[src/rtl/hazard_scoreboard_unit_if.sv]
// Decode-side hazard bundle: ID decode fields, MEM/EX status in; stall, bubble, flush, counters out.
interface hazard_scoreboard_unit_if #(
  parameter int REG_W   = 4,
  parameter int MAX_OUT = 2,
  parameter int CNT_W   = 16
);
  localparam int OCC_W = $clog2(MAX_OUT + 1);

  logic             id_valid;
  logic [REG_W-1:0] id_rs;
  logic [REG_W-1:0] id_rt;
  logic             id_rs_used;
  logic             id_rt_used;
  logic             id_is_load;
  logic [REG_W-1:0] id_dst;
  logic             mem_done;
  logic             mem_busy;
  logic             ex_branch_taken;
  logic             stall;
  logic             set_ctrl_zero;
  logic             flush_if_id;
  logic [CNT_W-1:0] stall_cnt;
  logic [OCC_W-1:0] outstanding;

  modport master (
    output id_valid, id_rs, id_rt, id_rs_used, id_rt_used, id_is_load, id_dst,
    output mem_done, mem_busy, ex_branch_taken,
    input  stall, set_ctrl_zero, flush_if_id, stall_cnt, outstanding
  );

  modport slave (
    input  id_valid, id_rs, id_rt, id_rs_used, id_rt_used, id_is_load, id_dst,
    input  mem_done, mem_busy, ex_branch_taken,
    output stall, set_ctrl_zero, flush_if_id, stall_cnt, outstanding
  );
endinterface

[src/rtl/hazard_scoreboard_unit.sv]
// Load-use scoreboard with in-order FIFO of outstanding load destinations; outputs are zero-latency.
// Backpressure: stalls decode on RAW hazards or a full FIFO; mem_busy freezes everything.
module hazard_scoreboard_unit #(
  parameter int REG_W      = 4,
  parameter int MAX_OUT    = 2,
  parameter int FWD_BYPASS = 1,
  parameter int REG0_ZERO  = 1,
  parameter int CNT_W      = 16
) (
  input logic                    clk,
  input logic                    rst_n,
  hazard_scoreboard_unit_if.slave hz
);
  localparam int PTR_W = (MAX_OUT > 1) ? $clog2(MAX_OUT) : 1;
  localparam int OCC_W = $clog2(MAX_OUT + 1);
  localparam int NREG  = 2 ** REG_W;

  logic [PTR_W-1:0] wr_ptr_q, wr_ptr_d;
  logic [PTR_W-1:0] rd_ptr_q, rd_ptr_d;
  logic [OCC_W-1:0] occ_q, occ_d;
  logic [MAX_OUT-1:0] vld_q, vld_d;
  logic [CNT_W-1:0] cnt_q, cnt_d;
  logic             wen_q [MAX_OUT];
  logic [REG_W-1:0] dst_q [MAX_OUT];

  logic [NREG-1:0] busy_vec;
  logic            raw, full_stall, stall, push, pop, push_wen;

  function automatic logic [PTR_W-1:0] ptr_inc(input logic [PTR_W-1:0] p);
    return (p == PTR_W'(MAX_OUT - 1)) ? '0 : p + PTR_W'(1);
  endfunction

  // With forwarding, the load returning this cycle no longer blocks its consumers.
  always_comb begin
    busy_vec = '0;
    for (int i = 0; i < MAX_OUT; i++) begin
      if (vld_q[i] && wen_q[i] &&
          !(FWD_BYPASS != 0 && hz.mem_done && PTR_W'(i) == rd_ptr_q))
        busy_vec[dst_q[i]] = 1'b1;
    end
    if (REG0_ZERO != 0) busy_vec[0] = 1'b0;
  end

  assign raw = hz.id_valid & ((hz.id_rs_used & busy_vec[hz.id_rs]) |
                              (hz.id_rt_used & busy_vec[hz.id_rt]));
  assign full_stall = hz.id_valid & hz.id_is_load &
                      (occ_q == OCC_W'(MAX_OUT)) & ~hz.mem_done;

  assign stall = hz.mem_busy | ((raw | full_stall) & ~hz.ex_branch_taken);
  assign hz.stall         = stall;
  assign hz.set_ctrl_zero = ~hz.mem_busy & (raw | full_stall | hz.ex_branch_taken);
  assign hz.flush_if_id   = hz.ex_branch_taken & ~hz.mem_busy;
  assign hz.stall_cnt     = cnt_q;
  assign hz.outstanding   = occ_q;

  assign push     = hz.id_valid & hz.id_is_load & ~stall & ~hz.ex_branch_taken & ~hz.mem_busy;
  assign pop      = hz.mem_done & ~hz.mem_busy & (occ_q != '0);
  assign push_wen = !(REG0_ZERO != 0 && hz.id_dst == '0);

  always_comb begin
    wr_ptr_d = push ? ptr_inc(wr_ptr_q) : wr_ptr_q;
    rd_ptr_d = pop  ? ptr_inc(rd_ptr_q) : rd_ptr_q;
    occ_d    = occ_q;
    if (push && !pop) occ_d = occ_q + OCC_W'(1);
    if (pop && !push) occ_d = occ_q - OCC_W'(1);
    // Clear before set: a push into a full FIFO reuses the slot being popped.
    vld_d = vld_q;
    if (pop)  vld_d[rd_ptr_q] = 1'b0;
    if (push) vld_d[wr_ptr_q] = 1'b1;
    cnt_d = cnt_q;
    if (stall && cnt_q != '1) cnt_d = cnt_q + CNT_W'(1);
  end

  always_ff @(posedge clk or negedge rst_n) begin
    if (!rst_n) begin
      wr_ptr_q <= '0;
      rd_ptr_q <= '0;
      occ_q    <= '0;
      vld_q    <= '0;
      cnt_q    <= '0;
    end else begin
      wr_ptr_q <= wr_ptr_d;
      rd_ptr_q <= rd_ptr_d;
      occ_q    <= occ_d;
      vld_q    <= vld_d;
      cnt_q    <= cnt_d;
    end
  end

  always_ff @(posedge clk) begin
    if (push) begin
      wen_q[wr_ptr_q] <= push_wen;
      dst_q[wr_ptr_q] <= hz.id_dst;
    end
  end
endmodule

[src/flat_wrapper.sv]
// flat-port wrapper written by rule: the top's interface ports become plain ports
module hazard_scoreboard_unit_flat 
#(
  parameter int REG_W      = 4,
  parameter int MAX_OUT    = 2,
  parameter int FWD_BYPASS = 1,
  parameter int REG0_ZERO  = 1,
  parameter int CNT_W      = 16
)
  (clk, rst_n, hz_id_valid, hz_id_rs, hz_id_rt, hz_id_rs_used, hz_id_rt_used, hz_id_is_load, hz_id_dst, hz_mem_done, hz_mem_busy, hz_ex_branch_taken, hz_stall, hz_set_ctrl_zero, hz_flush_if_id, hz_stall_cnt, hz_outstanding);
  hazard_scoreboard_unit_if #(.REG_W(REG_W), .MAX_OUT(MAX_OUT), .CNT_W(CNT_W)) hz_i ();
  input logic clk;
  input logic rst_n;
  input wire logic [$bits(hz_i.id_valid)-1:0] hz_id_valid;
  input wire logic [$bits(hz_i.id_rs)-1:0] hz_id_rs;
  input wire logic [$bits(hz_i.id_rt)-1:0] hz_id_rt;
  input wire logic [$bits(hz_i.id_rs_used)-1:0] hz_id_rs_used;
  input wire logic [$bits(hz_i.id_rt_used)-1:0] hz_id_rt_used;
  input wire logic [$bits(hz_i.id_is_load)-1:0] hz_id_is_load;
  input wire logic [$bits(hz_i.id_dst)-1:0] hz_id_dst;
  input wire logic [$bits(hz_i.mem_done)-1:0] hz_mem_done;
  input wire logic [$bits(hz_i.mem_busy)-1:0] hz_mem_busy;
  input wire logic [$bits(hz_i.ex_branch_taken)-1:0] hz_ex_branch_taken;
  output wire logic [$bits(hz_i.stall)-1:0] hz_stall;
  output wire logic [$bits(hz_i.set_ctrl_zero)-1:0] hz_set_ctrl_zero;
  output wire logic [$bits(hz_i.flush_if_id)-1:0] hz_flush_if_id;
  output wire logic [$bits(hz_i.stall_cnt)-1:0] hz_stall_cnt;
  output wire logic [$bits(hz_i.outstanding)-1:0] hz_outstanding;
  assign hz_i.id_valid = hz_id_valid;
  assign hz_i.id_rs = hz_id_rs;
  assign hz_i.id_rt = hz_id_rt;
  assign hz_i.id_rs_used = hz_id_rs_used;
  assign hz_i.id_rt_used = hz_id_rt_used;
  assign hz_i.id_is_load = hz_id_is_load;
  assign hz_i.id_dst = hz_id_dst;
  assign hz_i.mem_done = hz_mem_done;
  assign hz_i.mem_busy = hz_mem_busy;
  assign hz_i.ex_branch_taken = hz_ex_branch_taken;
  assign hz_stall = hz_i.stall;
  assign hz_set_ctrl_zero = hz_i.set_ctrl_zero;
  assign hz_flush_if_id = hz_i.flush_if_id;
  assign hz_stall_cnt = hz_i.stall_cnt;
  assign hz_outstanding = hz_i.outstanding;
  hazard_scoreboard_unit #(.REG_W(REG_W), .MAX_OUT(MAX_OUT), .FWD_BYPASS(FWD_BYPASS), .REG0_ZERO(REG0_ZERO), .CNT_W(CNT_W)) u_core (.clk(clk), .rst_n(rst_n), .hz(hz_i));
endmodule
[config.mk]
export PLATFORM = sky130hd
export DESIGN_NAME = hazard_scoreboard_unit_flat
export DESIGN_NICKNAME = d
export VERILOG_FILES = /design/src/rtl/hazard_scoreboard_unit_if.sv /design/src/rtl/hazard_scoreboard_unit.sv /design/src/flat_wrapper.sv
export SDC_FILE = /design/constraint.sdc
export NUM_CORES = 1
export LEC_CHECK = 0
export CAP_MARGIN = 20
export CORE_MARGIN = 5
export CORE_UTILIZATION = 54
export CTS_BUF_LIST = sky130_fd_sc_hd__clkbuf_16
export CTS_CLUSTER_SIZE = 16
export DETAILED_ROUTE_END_ITERATION = 12
export PLACE_DENSITY_LB_ADDON = 0.2
export SLEW_MARGIN = 20
export SYNTH_ARGS = -nofsm -noshare
export SYNTH_HDL_FRONTEND = slang
export SYNTH_SLANG_ARGS = --single-unit
[constraint.sdc]
create_clock -name clk -period 6.61 [get_ports clk]
set_input_delay 1.322 -clock clk [delete_from_list [all_inputs] [get_ports clk]]
set_output_delay 1.322 -clock clk [all_outputs]
set_load 0.01 [all_outputs]
==> impl_metrics.csv <==
group,metric,value,unit
sta,skew,0.007243,ns
yosys,synthCells,214,
global_route,grt_pass1_wl,9197,um
sta,clock.fmax,172.3,MHz
clock_tree,clockBufferDepth,2,
floorplanning,die_x,74.17,um
global_route,grt_max_degree,23,
sta,fin_crit,5.803,ns
sta,max-slew-margin-rel,57.57,%
placed_design,placed_cell_area,2651,um2
yosys,synth.most_common_cell,"dfrtp_1",
floorplanning,start_util,55.58,%
pwr,vdd_drop_max,0.2416,mV
status,status,"complete, no violations",
layout,layout.nets,276,
routing,drt_wl_total,5503,um
pwr,p_total,0.8229,mW
job,drv_cap,0,
global_route,grt_antenna_before_repair,0,
clock_tree,clockRootBuffer,"clkbuf_16",
yosys,synth_top_cell_area_share,24.76,%
floorplanning,fp.dieH,74.17,um
sta,setup-violations-final,0,
pwr,power_density,295.7,nW/um2
sta,tightest_slew,0.6313,ns
sta,finalMaxSlewViolations,0,
sta,period_share,87.80,%
yosys,async_flop_share,68.75,%
setup_path,worstPathArrival,4.48,ns
clock_tree,clkTransAtPathRegs,0.05,ns
routing,wl_per_cell,18.10,um
clock_tree,clkLatencyLatePin,0.28,ns
routing,num_vias,1928,
floorplanning,dieArea,5500,um2
yosys,synth-edff-count,10,
sta,rsz0062_at_grt,"false",
setup_path,crit_type,"primary input to output port",
routing,drc,0,
clock_tree,clock-sinks,32,
clock_tree,post_cts_buffers,0,
yosys,ys_seq_area_share,38.27,%
yosys,syn_avg_cell_area,10.39,um2
layout,drive_above_1_share,11.81,%
placed_design,port_buffers,41,
yosys,syn_area,2223,um2
global_route,grt-ovfl-total,0,
clock_tree,postCtsHoldBufs,0,
placed_design,place_inst,296,
yosys,syn-num-nets,237,
layout,fin_cells,304,
setup_path,worst-endpoint-required,5.29,ns
routing,drt_iter0_drc,303,
layout,final_core_util,69.57,%
setup_path,setup.worst_path.end_class,"output port",
yosys,synth_ff_type,"dfrtp_1",
global_route,groute.usage.overall,21.86,%
clock_tree,cts-htree-levels,2,
clock_tree,cts_tree,"done",
yosys,synth_common_cells,"dfrtp_1, nor2_1, inv_1, nand2_1",
yosys,synth.distinct_cells,55,
placed_design,place.gp.congestion,1.073,
yosys,yosysWarnings,0,
layout,synthToLayoutAreaGrowth,25.15,%
yosys,ys_top_cells_by_area,"dfrtp_1, edfxtp_1, nor4b_4",
clock_tree,post_cts_resized,0,
sta,hold_viol_final,0,
setup_path,worstPathMaxFanout,8,
yosys,ys_ff_latch,32,
floorplanning,row_count,23,
layout,n_antenna_cell,0,
yosys,yosys.area.top_type,"dfrtp_1",
routing,ant_nets,0,
floorplanning,ios,42,
floorplanning,core,4000,um2
worst_hold_path,worstHoldPathType,"flop to flop",
placed_design,dp_hpwl,4083,um
routing,via_per_inst,6.342,
routing,dr.pass1.iters,6,
sta,finalSetupTns,0,ns
global_route,grt_pass1_vias,1838,
setup_path,critPathLaunchType,"primary input",
clock_tree,cts_buffers,5,
pwr,leakage,1.008,nW
layout,stdcell_area,2783,um2
-- power breakdown --
part | leakage, nW | switching (mW) | internal, mW | total, mW
Combinational | 0.586 | 0.138 | 0.152 | 0.289
Clock | 0.0701 | 0.0783 | 0.135 | 0.213
Sequential | 0.352 | 0.0609 | 0.259 | 0.320
Total | 1.01 | 0.277 | 0.546 | 0.823
-- path summary, 6_finish.rpt --
check,depth (start not counted),start,slack (ns),to
worst max-delay path,11,hz_mem_done,0.81,hz_set_ctrl_zero
worst min-delay path,1,u_core.hz.stall_cnt[7],0.50,u_core.hz.stall_cnt[7]
worst max register to register,9,u_core.rd_ptr_q,3.03,u_core.dst_q[0][2]
worst min register to register,1,u_core.hz.stall_cnt[7],0.50,u_core.hz.stall_cnt[7]
max in group asynchronous,1,rst_n,5.25,u_core.hz.stall_cnt[4]
min in group asynchronous,1,rst_n,1.01,u_core.hz.stall_cnt[7]
-- final cells by class --
type / instances / area [um2]
Clock buffer: 5 / 125.1
Clock inverter: 3 / 11.26
Fill cell: 301 / 1217
Inverter: 14 / 52.55
Multi-Input combinational cell: 159 / 1275
Sequential cell: 32 / 850.8
Tap cell: 50 / 62.56
Timing Repair Buffer: 41 / 405.4
-- critical path: stages --
cell and delay, ns:
clkdlybuf4s50_1 0.47, nor2b_4 0.19, nand4bb_1 0.40, o22a_1 0.31, mux4_2 0.45, a32o_2 0.31
o21ai_4 0.19, or2_1 0.16, nor2_1 0.04, nor2_1 0.08, clkdlybuf4s50_1 0.55
-- placed cells by master, fill, tap and decap left out, drive strengths merged, types with 5 or more instances in the layout --
cell / count
a221o: 5
a221oi: 10
clkbuf: 5
clkdlybuf4s50: 40
dfrtp: 22
edfxtp: 10
inv: 15
nand2: 14
nand3: 9
nor2: 16
nor2b: 7
nor3: 10
nor4: 5
o2111ai: 5
xnor2: 9
xor2: 10
-- per-layer routing --
layer  share of wire (%)  track usage [%]
met5                   0                0
met4                 2.0            8.249
met3                 7.4            5.270
met2                  47            32.09
met1                  44            31.33
-- logic make-up after synthesis --
logic type               share of synthesized area [%]
AO/OA/AOI/OAI                                    21.61
XOR/XNOR                                         7.485
adder cells (fa/ha/maj)                          1.125
buffers and inverters                            4.389
flip-flops                                       38.27
multiplexers                                     1.519
AND/OR/NAND/NOR                                  25.61
-- through the flow --
stage                     worst slack, ns  hold slack (ns)
after detailed placement           0.8701           0.4818
after floorplan                     2.082           0.4564
after global placement             0.9242           0.4759
after CTS                          0.8341           0.4953
final                              0.8065           0.4980
after global routing               0.6433           0.5379
-- state kept, by name, summed over array words and instances, names as in the netlist --
signal                 count
u_core.wen_q               2
u_core.hz.stall_cnt       16
u_core.hz.outstanding      2
u_core.wr_ptr_q            1
u_core.vld_q               2
u_core.rd_ptr_q            1
u_core.dst_q               8
No activity file was read; power rests on OpenSTA's default activity.
